File: config.mk
export PLATFORM = sky130hd
export DESIGN_NAME = alu_issue_ctrl
export DESIGN_NICKNAME = d
export VERILOG_FILES = /design/src/rtl/alu_issue_ctrl.sv
export SDC_FILE = /design/constraint.sdc
export NUM_CORES = 1
export LEC_CHECK = 0
export ABC_AREA = 1
export CORE_UTILIZATION = 37
export CTS_CLUSTER_SIZE = 24
export DETAILED_ROUTE_END_ITERATION = 12
export GPL_TIMING_DRIVEN = 0
export PLACE_DENSITY = 0.81
export SYNTH_ARGS = -nofsm -noshare
export SYNTH_HDL_FRONTEND = slang
export SYNTH_SLANG_ARGS = --single-unit
File: constraint.sdc
create_clock -name clk -period 1.3 [get_ports clk]
set_clock_uncertainty 0.2 [all_clocks]
set_input_delay 0.26 -clock clk [delete_from_list [all_inputs] [get_ports clk]]
set_output_delay 0.26 -clock clk [all_outputs]
set_load 0.005 [all_outputs]
File: src/rtl/alu_issue_ctrl.sv
// alu_issue_ctrl: two-port round-robin issue controller for a shared 8-bit
// combinational ALU. It grants one command at a time, drives the ALU from a
// command register, owns the NZCV flag register and returns a tagged response.
module alu_issue_ctrl #(
  parameter int DATA_W = 8,
  parameter int OP_W   = 4,
  parameter int CMD_W  = 2*DATA_W+OP_W+3
) (
  input  logic              clk,
  input  logic              reset,
  input  logic              req0_valid,
  output logic              req0_ready,
  input  logic [CMD_W-1:0]  req0_cmd,
  input  logic              req1_valid,
  output logic              req1_ready,
  input  logic [CMD_W-1:0]  req1_cmd,
  output logic [DATA_W-1:0] alu_a,
  output logic [DATA_W-1:0] alu_b,
  output logic [OP_W-1:0]   alu_control,
  output logic              alu_cond_is_zero,
  output logic              alu_cond_is_negative,
  output logic              alu_cond_is_overflow,
  output logic              alu_cond_is_always,
  output logic              alu_cond_update,
  output logic [3:0]        alu_inst_conds,
  input  logic [DATA_W-1:0] alu_out,
  input  logic [3:0]        alu_flags,
  input  logic              alu_cpsr_write,
  input  logic              alu_cond_satisfy,
  output logic              rsp_valid,
  input  logic              rsp_ready,
  output logic              rsp_id,
  output logic [DATA_W-1:0] rsp_data,
  output logic              rsp_executed,
  output logic              rsp_err,
  output logic [3:0]        cpsr_nzcv
);

  typedef enum logic [1:0] {IDLE, EXEC, RESP} state_t;

  // Command field positions, MSB first: {upd, cond_sel, op, a, b}
  localparam int B_LO    = 0;
  localparam int A_LO    = DATA_W;
  localparam int OP_LO   = 2*DATA_W;
  localparam int COND_LO = 2*DATA_W+OP_W;
  localparam int UPD_BIT = CMD_W-1;

  state_t                    state_q, state_d;
  logic [CMD_W-1:0]          cmd_q, cmd_d;
  logic                      id_q, id_d;
  logic                      last_q, last_d;
  logic [3:0]                flags_q, flags_d;
  logic                      rsp_valid_q, rsp_valid_d;
  logic [DATA_W-1:0]         rsp_data_q, rsp_data_d;
  logic                      rsp_exec_q, rsp_exec_d;
  logic                      rsp_err_q, rsp_err_d;

  logic [1:0]                req_valid;
  logic [1:0][CMD_W-1:0]     req_cmd;
  logic [1:0]                ready;
  logic                      gnt_id;
  logic [1:0]                cond_sel;
  logic [OP_W-1:0]           op;
  logic                      op_illegal;

  assign req_valid = {req1_valid, req0_valid};
  assign req_cmd   = {req1_cmd, req0_cmd};
  assign req0_ready = ready[0];
  assign req1_ready = ready[1];

  // ALU is driven straight from the command register in every state
  assign op          = cmd_q[OP_LO +: OP_W];
  assign cond_sel    = cmd_q[COND_LO +: 2];
  assign alu_a       = cmd_q[A_LO +: DATA_W];
  assign alu_b       = cmd_q[B_LO +: DATA_W];
  assign alu_control = op;
  assign alu_cond_update      = cmd_q[UPD_BIT];
  assign alu_cond_is_always   = (cond_sel == 2'b00);
  assign alu_cond_is_zero     = (cond_sel == 2'b01);
  assign alu_cond_is_negative = (cond_sel == 2'b10);
  assign alu_cond_is_overflow = (cond_sel == 2'b11);
  assign alu_inst_conds = flags_q;
  assign cpsr_nzcv      = flags_q;

  // Opcodes 1100..1111 are illegal
  assign op_illegal = (op[OP_W-1 -: 2] == 2'b11);

  // On contention the port that did not win last time goes next
  assign gnt_id = (&req_valid) ? ~last_q : req_valid[1];

  assign rsp_valid    = rsp_valid_q;
  assign rsp_id       = id_q;
  assign rsp_data     = rsp_data_q;
  assign rsp_executed = rsp_exec_q;
  assign rsp_err      = rsp_err_q;

  // Next-state, grant and response capture
  always_comb begin
    state_d     = state_q;
    cmd_d       = cmd_q;
    id_d        = id_q;
    last_d      = last_q;
    flags_d     = flags_q;
    rsp_valid_d = rsp_valid_q;
    rsp_data_d  = rsp_data_q;
    rsp_exec_d  = rsp_exec_q;
    rsp_err_d   = rsp_err_q;
    ready       = 2'b00;
    case (state_q)
      IDLE: begin
        if (|req_valid) begin
          ready[gnt_id] = 1'b1;
          cmd_d   = req_cmd[gnt_id];
          id_d    = gnt_id;
          last_d  = gnt_id;
          state_d = EXEC;
        end
      end
      EXEC: begin
        rsp_valid_d = 1'b1;
        state_d     = RESP;
        if (op_illegal) begin
          rsp_err_d  = 1'b1;
          rsp_exec_d = 1'b0;
          rsp_data_d = '0;
        end else begin
          rsp_err_d  = 1'b0;
          rsp_exec_d = alu_cond_satisfy;
          rsp_data_d = alu_cond_satisfy ? alu_out : '0;
          if (alu_cond_satisfy && alu_cpsr_write) flags_d = alu_flags;
        end
      end
      RESP: begin
        if (rsp_ready) begin
          rsp_valid_d = 1'b0;
          state_d     = IDLE;
        end
      end
      default: state_d = IDLE;
    endcase
  end

  // State registers; reset aborts any op in flight and clears the flags
  always_ff @(posedge clk) begin
    if (reset) begin
      state_q     <= IDLE;
      cmd_q       <= '0;
      id_q        <= 1'b0;
      last_q      <= 1'b1;
      flags_q     <= 4'b0000;
      rsp_valid_q <= 1'b0;
      rsp_data_q  <= '0;
      rsp_exec_q  <= 1'b0;
      rsp_err_q   <= 1'b0;
    end else begin
      state_q     <= state_d;
      cmd_q       <= cmd_d;
      id_q        <= id_d;
      last_q      <= last_d;
      flags_q     <= flags_d;
      rsp_valid_q <= rsp_valid_d;
      rsp_data_q  <= rsp_data_d;
      rsp_exec_q  <= rsp_exec_d;
      rsp_err_q   <= rsp_err_d;
    end
  end

endmodule
==> results_dict.tcl, run 1 <==
set metrics [dict create \
    synthArstFlopShare 0 \
    drt_iter0_markers 96 \
    clockBufferDepth 2 \
    whs_ps 121 \
    timing.max_cap.violations 0 \
    worstPathMaxFanout 3 \
    worst_ep_required_time_ps 840 \
    synthCells 319 \
    ys_types 25 \
    min_from "alu_cond_satisfy" \
    numCtsBuffers 5 \
    rsz0062_at_grt "yes" \
    vias 2570 \
    wirelength_um 7050 \
    rrSetupSlack_ps -190 \
    endpoint_kind "output pin" \
    gp_congestion 0.746 \
    tightest_slew_ps 473 \
    hold_end "rsp_executed$_SDFFE_PP0N_" \
    clock-root-buffer "clkbuf_8" \
    io_pins 112 \
    instances_no_fill 540 \
    htreeDepth 2 \
    rr_startpoint "state_q[1]$_SDFFE_PP0P_" \
    numClockSinks 42 \
    fillCellCount 499 \
    grt_max_degree 14 \
    max_freq_mhz 667 \
    relSlewSlack 0.684 \
    worst_setup_path_start_kind "flop" \
    syn-num-nets 384 \
    syn_area_um2 2290 \
    power_frac_seq 0.355 \
    ys_top_cells_by_count "59 x nor2_1, 42 x dfxtp_1, 38 x nand2_1" \
    p_switching_mw 1.16 \
    p_leak_nw 1.87 \
    antenna_found_initial 0 \
    clk_latency_ps 290 \
    drtPass1Iterations 4 \
    synth_area_leaders "dfxtp_1 37%, nor2_1 9.7%, buf_4 8.2%" \
    finalMaxSlewViolations 0 \
    drive_gt1_frac 0.456 \
    port_buffers 110 \
    slowest_delay_ps 360 \
    ant_nets 0 \
    grt_remaining_overflow 0 \
    path_cells "nor2_4 -> o21ai_2 -> nor2_1 -> buf_2" \
    seq_area_frac_synth 0.367 \
    avgRoutedWirePerCell_um 13.1 \
    min_period_ps 1500 \
    intPower_mw 3.15 \
    core_area_um2 5960 \
    status "finished, violations left" \
    pwr-share-comb 0.348 \
    ys_ff_latch 42 \
    synth-edff-count 0 \
    powerDensity_nw_per_um2 1060 \
    start_util 0.385 \
    worstSetupPathType "reg2out" \
    fin_crit_sh 1.15 \
    drc_errors 0 \
    clk_pin_slew_worst_paths_ps 80 \
    die_h_um 80.7 \
    setup_viol 35 \
    diodes 0 \
    die_area_um2 6510 \
    rr_endpoint "cmd_q[21]$_SDFFE_PP0P_" \
    grt_pass1_vias 2465 \
    fin_nets 529 \
    synth_warnings 0 \
    avgSynthCellArea_um2 7.18 \
    syn_to_final_growth_pct 77.7 \
    fin_util 0.684 \
    power.share.clock 0.297 \
    grt_usage 0.219 \
    tns_ps -3570 \
    cts_tree "built" \
    vias_per_cell 4.76 \
    ir_drop_mv 0.557 \
    critPathArrivalTime_ps 1040 \
    violations "setup timing" \
    holdPathStages 3 \
    yosysTopAreaCell "dfxtp_1" \
    synthFlopType "dfxtp_1" \
    yosys.area.top_type_share 0.367 \
    grt_first_pass_wirelength_um 11100 \
    die_w_um 80.7 \
    place_inst 504 \
    dp_hpwl_um 4720 \
    p_sw_frac 0.269 \
    hold_violations 0 \
    yosysMostFrequentCell "nor2_1" \
    row_count 28 \
    worst_slack_ps -200 \
    hold_path_class "in2reg" \
    crit_slowest_cell "dfxtp_4" \
    reg2reg_depth 9 \
]
## cell type report
type / instances / area, µm² / share of cell area
Clock buffer: 6 / 82.6 / 0.0203
Clock inverter: 2 / 60.1 / 0.0148
Timing Repair Buffer: 145 / 1330 / 0.327
Sequential cell: 42 / 903 / 0.222
Tap cell: 75 / 93.8 / 0.0230
Buffer: 37 / 362 / 0.0888
Multi-Input combinational cell: 212 / 1150 / 0.283
Inverter: 21 / 86.3 / 0.0212
## per-layer routing
| layer | part of all wire | track usage | vias to the layer above | wire, µm |
|---|---|---|---|---|
| met1 | 0.42 | 0.254 | 1161 | 2950 |
| met5 | 0 | 0 | - | 0 |
| met3 | 0.078 | 0.0580 | 9 | 550 |
| met2 | 0.49 | 0.397 | 93 | 3490 |
| li1 | - | - | 1307 | - |
| met4 | 0.0089 | 0.0518 | 0 | 63 |
## through the flow
step | setup slack, ps | total power [mW] | area, µm²
finish | -200 | 4.31 | 4070
detailed placement | -1090 | 2.71 | 3490
global route | -264 | 4.54 | 4070
CTS | -224 | 4.29 | 4050
global placement | -1090 | 2.69 | 3490
floorplan | 22.0 | 2.13 | 2290
## logic make-up (layout without fill, tap and decap cells)
| group | Yosys count | count (layout) | share of synthesized area |
|---|---|---|---|
| and+or+nand+nor | 152 | 152 | 0.305 |
| buffers and inverters | 65 | 211 | 0.170 |
| AOI/OAI and AO/OA | 60 | 60 | 0.157 |
| DFF | 42 | 42 | 0.367 |
## worst max path at each step
stage                            start               endpoint  depth (start not counted)
6_report       state_q[0]$_SDFFE_PP0P_             req0_ready                          4
5_1_grt        state_q[0]$_SDFFE_PP0P_             req0_ready                          4
4_1_cts        state_q[1]$_SDFFE_PP0P_  cmd_q[8]$_SDFFE_PP0P_                          9
3_5_place_dp                req1_valid             req1_ready                          6
3_3_place_gp                req1_valid             req1_ready                          6
2_1_floorplan  state_q[1]$_SDFFE_PP0P_  cmd_q[7]$_SDFFE_PP0P_                          7
## power by group through the flow
stage / combinational, mW / clock, mW / sequential, mW
final: 1.50 / 1.28 / 1.53
after global placement: 1.17 / 0 / 1.51
after CTS: 1.46 / 1.31 / 1.52
after global routing: 1.64 / 1.36 / 1.55
after detailed placement: 1.20 / 0 / 1.52
after floorplan: 0.624 / 0 / 1.51
## worst max-delay path: cells and delay by family (launching register included)
kind	cells	cell delay, ps
DFF	1	360
and+or+nand+nor	2	210
buffers and inverters	1	110
AOI/OAI and AO/OA	1	70
## layout by cell type, fill, tap and decap left out, types with 4 or more instances in the layout
cell type,count
nand4_1,12
a21boi_1,10
nand2_2,16
nor2_1,49
buf_6,58
dfxtp_4,4
clkbuf_2,13
nand2_1,31
dfxtp_2,38
o21ai_1,21
inv_1,18
clkbuf_8,6
a21oi_1,9
buf_4,27
buf_2,15
clkdlybuf4s50_1,60
nor2_2,10
nand3_1,24
a21boi_0,13
## flip-flops by register name, summed over array words and instances (netlist names)
name and cells:
alu_inst_conds 4, rsp_executed 1, rsp_err 1, rsp_valid 1
last_q 1, rsp_id 1, cmd_q 23, rsp_data 8
state_q 2
## what timing repair did
item / CTS / global route
endpoints found under the setup margin: 89 / 83
pin swaps: 11 / 18
gates resized for setup: 290 / 47
hold buffers: 0 / 0
buffers inserted: 26 / 10
endpoints found under the hold margin: 0 / 0
cloned: 2 / 2
(Power assumes the default switching activity.)
==> run 2: changes to the inputs <==
--- a/config.mk
+++ b/config.mk
@@ -7,6 +7,7 @@
 export LEC_CHECK = 0
 export ABC_AREA = 1
 export CORE_UTILIZATION = 37
+export CTS_CLUSTER_DIAMETER = 50
 export CTS_CLUSTER_SIZE = 24
 export DETAILED_ROUTE_END_ITERATION = 12
 export GPL_TIMING_DRIVEN = 0
==> results of run 2 <==
The final DEF is identical to that of run 1; final timing and power are the same.
==> run 3: changes to the inputs <==
--- a/config.mk
+++ b/config.mk
@@ -11,7 +11,7 @@
 export CTS_CLUSTER_SIZE = 24
 export DETAILED_ROUTE_END_ITERATION = 12
 export GPL_TIMING_DRIVEN = 0
-export PLACE_DENSITY = 0.81
+export PLACE_DENSITY = 0.86
 export SYNTH_ARGS = -nofsm -noshare
 export SYNTH_HDL_FRONTEND = slang
 export SYNTH_SLANG_ARGS = --single-unit
==> results_dict.tcl, run 3 (synthesized netlist as in run 1, its figures left out) <==
set metrics [dict create \
    status "finished, violations left" \
    violations "setup timing" \
    wirelength_um 7190 \
    worstSetupPathType "reg2out" \
    final_common_cell "clkdlybuf4s50_1" \
    p_sw_frac 0.297 \
    core_area_um2 5960 \
    clk_pin_slew_worst_paths_ps 80 \
    critPathTopFamily "flip-flops" \
    power.share.clock 0.221 \
    avgRoutedWirePerCell_um 13.3 \
    fin_nets 528 \
    vias_per_cell 4.93 \
    instances_no_fill 539 \
    fin_util 0.683 \
    start_util 0.385 \
    diodes 0 \
    relSlewSlack 0.677 \
    slowest_delay_ps 330 \
    hold_path_class "in2reg" \
    numCtsBuffers 5 \
    holdPathStages 3 \
    fin_crit_sh 1.22 \
    max_freq_mhz 631 \
    grt_max_degree 13 \
    routed.top_layer "met4" \
    grt_pass1_vias 2593 \
    die_area_um2 6510 \
    tightest_slew_ps 485 \
    io_pins 112 \
    rr_startpoint "state_q[0]$_SDFFE_PP0P_" \
    rrSetupSlack_ps -200 \
    grt_first_pass_wirelength_um 11300 \
    critPathArrivalTime_ps 1120 \
    placed_cell_area_um2 3490 \
    die_w_um 80.7 \
    endpoint_kind "output pin" \
    drtPass1Iterations 5 \
    numClockSinks 42 \
    place_inst 504 \
    powerDensity_nw_per_um2 977 \
    die_h_um 80.7 \
    power_frac_seq 0.386 \
    finalPower_mw 3.98 \
    worst_ep_required_time_ps 840 \
    gp_congestion 0.745 \
    port_buffers 110 \
    worst_slack_ps -285 \
    rsz0062_at_grt "yes" \
    ir_drop_mv 0.446 \
    hold_end "rsp_executed$_SDFFE_PP0N_" \
    p_switching_mw 1.18 \
    path_cells "a21boi_2 -> nand2_1 -> buf_6 -> inv_2 -> buf_2" \
    grt_usage 0.224 \
    largest_reg_flops 23 \
    met2WireLength_um 3810 \
    finalMaxSlewViolations 0 \
    min_period_ps 1580 \
    min_from "alu_cond_satisfy" \
    vias 2657 \
    clock-root-buffer "clkbuf_8" \
    largest-register "cmd_q" \
    drive_gt1_frac 0.461 \
    row_count 28 \
    pwr-share-comb 0.393 \
    clk_latency_ps 290 \
    hold_violations 0 \
    cts_tree "built" \
    antenna_found_initial 0 \
    ant_nets 0 \
    fillCellCount 509 \
    timing.max_cap.violations 0 \
    clockBufferDepth 2 \
    p_leak_nw 1.85 \
    dp_hpwl_um 4790 \
    drc_errors 0 \
    rr_endpoint "cmd_q[19]$_SDFFE_PP0P_" \
    worstPathMaxFanout 2 \
    reg2reg_depth 9 \
    setup_viol 48 \
    tns_ps -6080 \
    grt_remaining_overflow 0 \
    worst_setup_path_start_kind "flop" \
    wl_met3_um 517 \
    intPower_mw 2.80 \
    m1WireLength_um 2760 \
    crit_buf_inv 3 \
    htreeDepth 2 \
    crit_slowest_cell "dfxtp_2" \
    final_cell_mix "60 x clkdlybuf4s50_1, 58 x buf_6, 49 x nor2_1" \
    drt_iter0_markers 100 \
    syn_to_final_growth_pct 77.7 \
    final_area_um2 4070 \
    cts_hold_buf 0 \
]
run 3: cell types whose count changed in the layout (fill, tap and decap cells not counted), sizes merged:
cell           delta
bufinv            -2
buf               +1
clkbuf            -3
clkinv            +1
clkdlybuf4s15     +2
run 3: layout make-up:
| type | count | area, µm² | share of cell area |
|---|---|---|---|
| inverter | 21 | 91.3 | 0.0224 |
| clock buffer | 7 | 86.3 | 0.0212 |
| timing repair buffer | 147 | 1400 | 0.345 |
| clock inverter | 1 | 5.00 | 0.00123 |
| multi-input combinational | 212 | 1170 | 0.287 |
| tap | 75 | 93.8 | 0.0231 |
| buffer | 34 | 323 | 0.0793 |
| sequential | 42 | 898 | 0.221 |
run 3: how the worst max path moves through the flow:
stage                             from                     to  cells past startpoint  slack [ps]
2_1_floorplan  state_q[1]$_SDFFE_PP0P_  cmd_q[7]$_SDFFE_PP0P_                      7          20
3_3_place_gp                req1_valid             req1_ready                      6       -1070
3_5_place_dp                req1_valid             req1_ready                      6       -1090
4_1_cts            last_q$_SDFFE_PP1P_             req1_ready                      5        -250
5_1_grt            last_q$_SDFFE_PP1P_             req1_ready                      5        -360
6_report           last_q$_SDFFE_PP1P_             req1_ready                      5        -280
run 3: timing repair:
item | in CTS | in global routing
setup endpoints to repair | 89 | 78
resized for setup | 295 | 48
buffers inserted | 31 | 9
pin swaps | 8 | 23
gates cloned | 3 | 1
run 3: routing by layer:
metal  up-vias  GRT usage
li1       1304          -
met1      1236      0.236
met2       104      0.426
met3        13     0.0557
met4         0     0.0732
met5         -          0
run 3: worst register-to-register path: stages, from the launching register on:
cell and delay [ps]:
dfxtp_2 350, buf_6 120, inv_6 60, nand2_4 60, nor2_8 190, buf_6 140, buf_6 100, nand2_2 40
nor2_1 100, nor2_1 50
run 3: metrics by stage:
stage | setup WS, ps | hold slack (ps)
finish | -285 | 93.8
global route | -364 | 91.1
CTS | -251 | 81.5
detailed placement | -1090 | 255
global placement | -1070 | 252
floorplan | 22.0 | 129
run 3: power groups by stage:
stage | logic (mW) | registers [mW] | clock network (mW)
6_report | 1.56 | 1.54 | 0.879
5_1_grt | 1.69 | 1.55 | 0.942
4_1_cts | 1.48 | 1.52 | 0.883
3_5_place_dp | 1.19 | 1.52 | 0
3_3_place_gp | 1.17 | 1.52 | 0
2_1_floorplan | 0.624 | 1.51 | 0
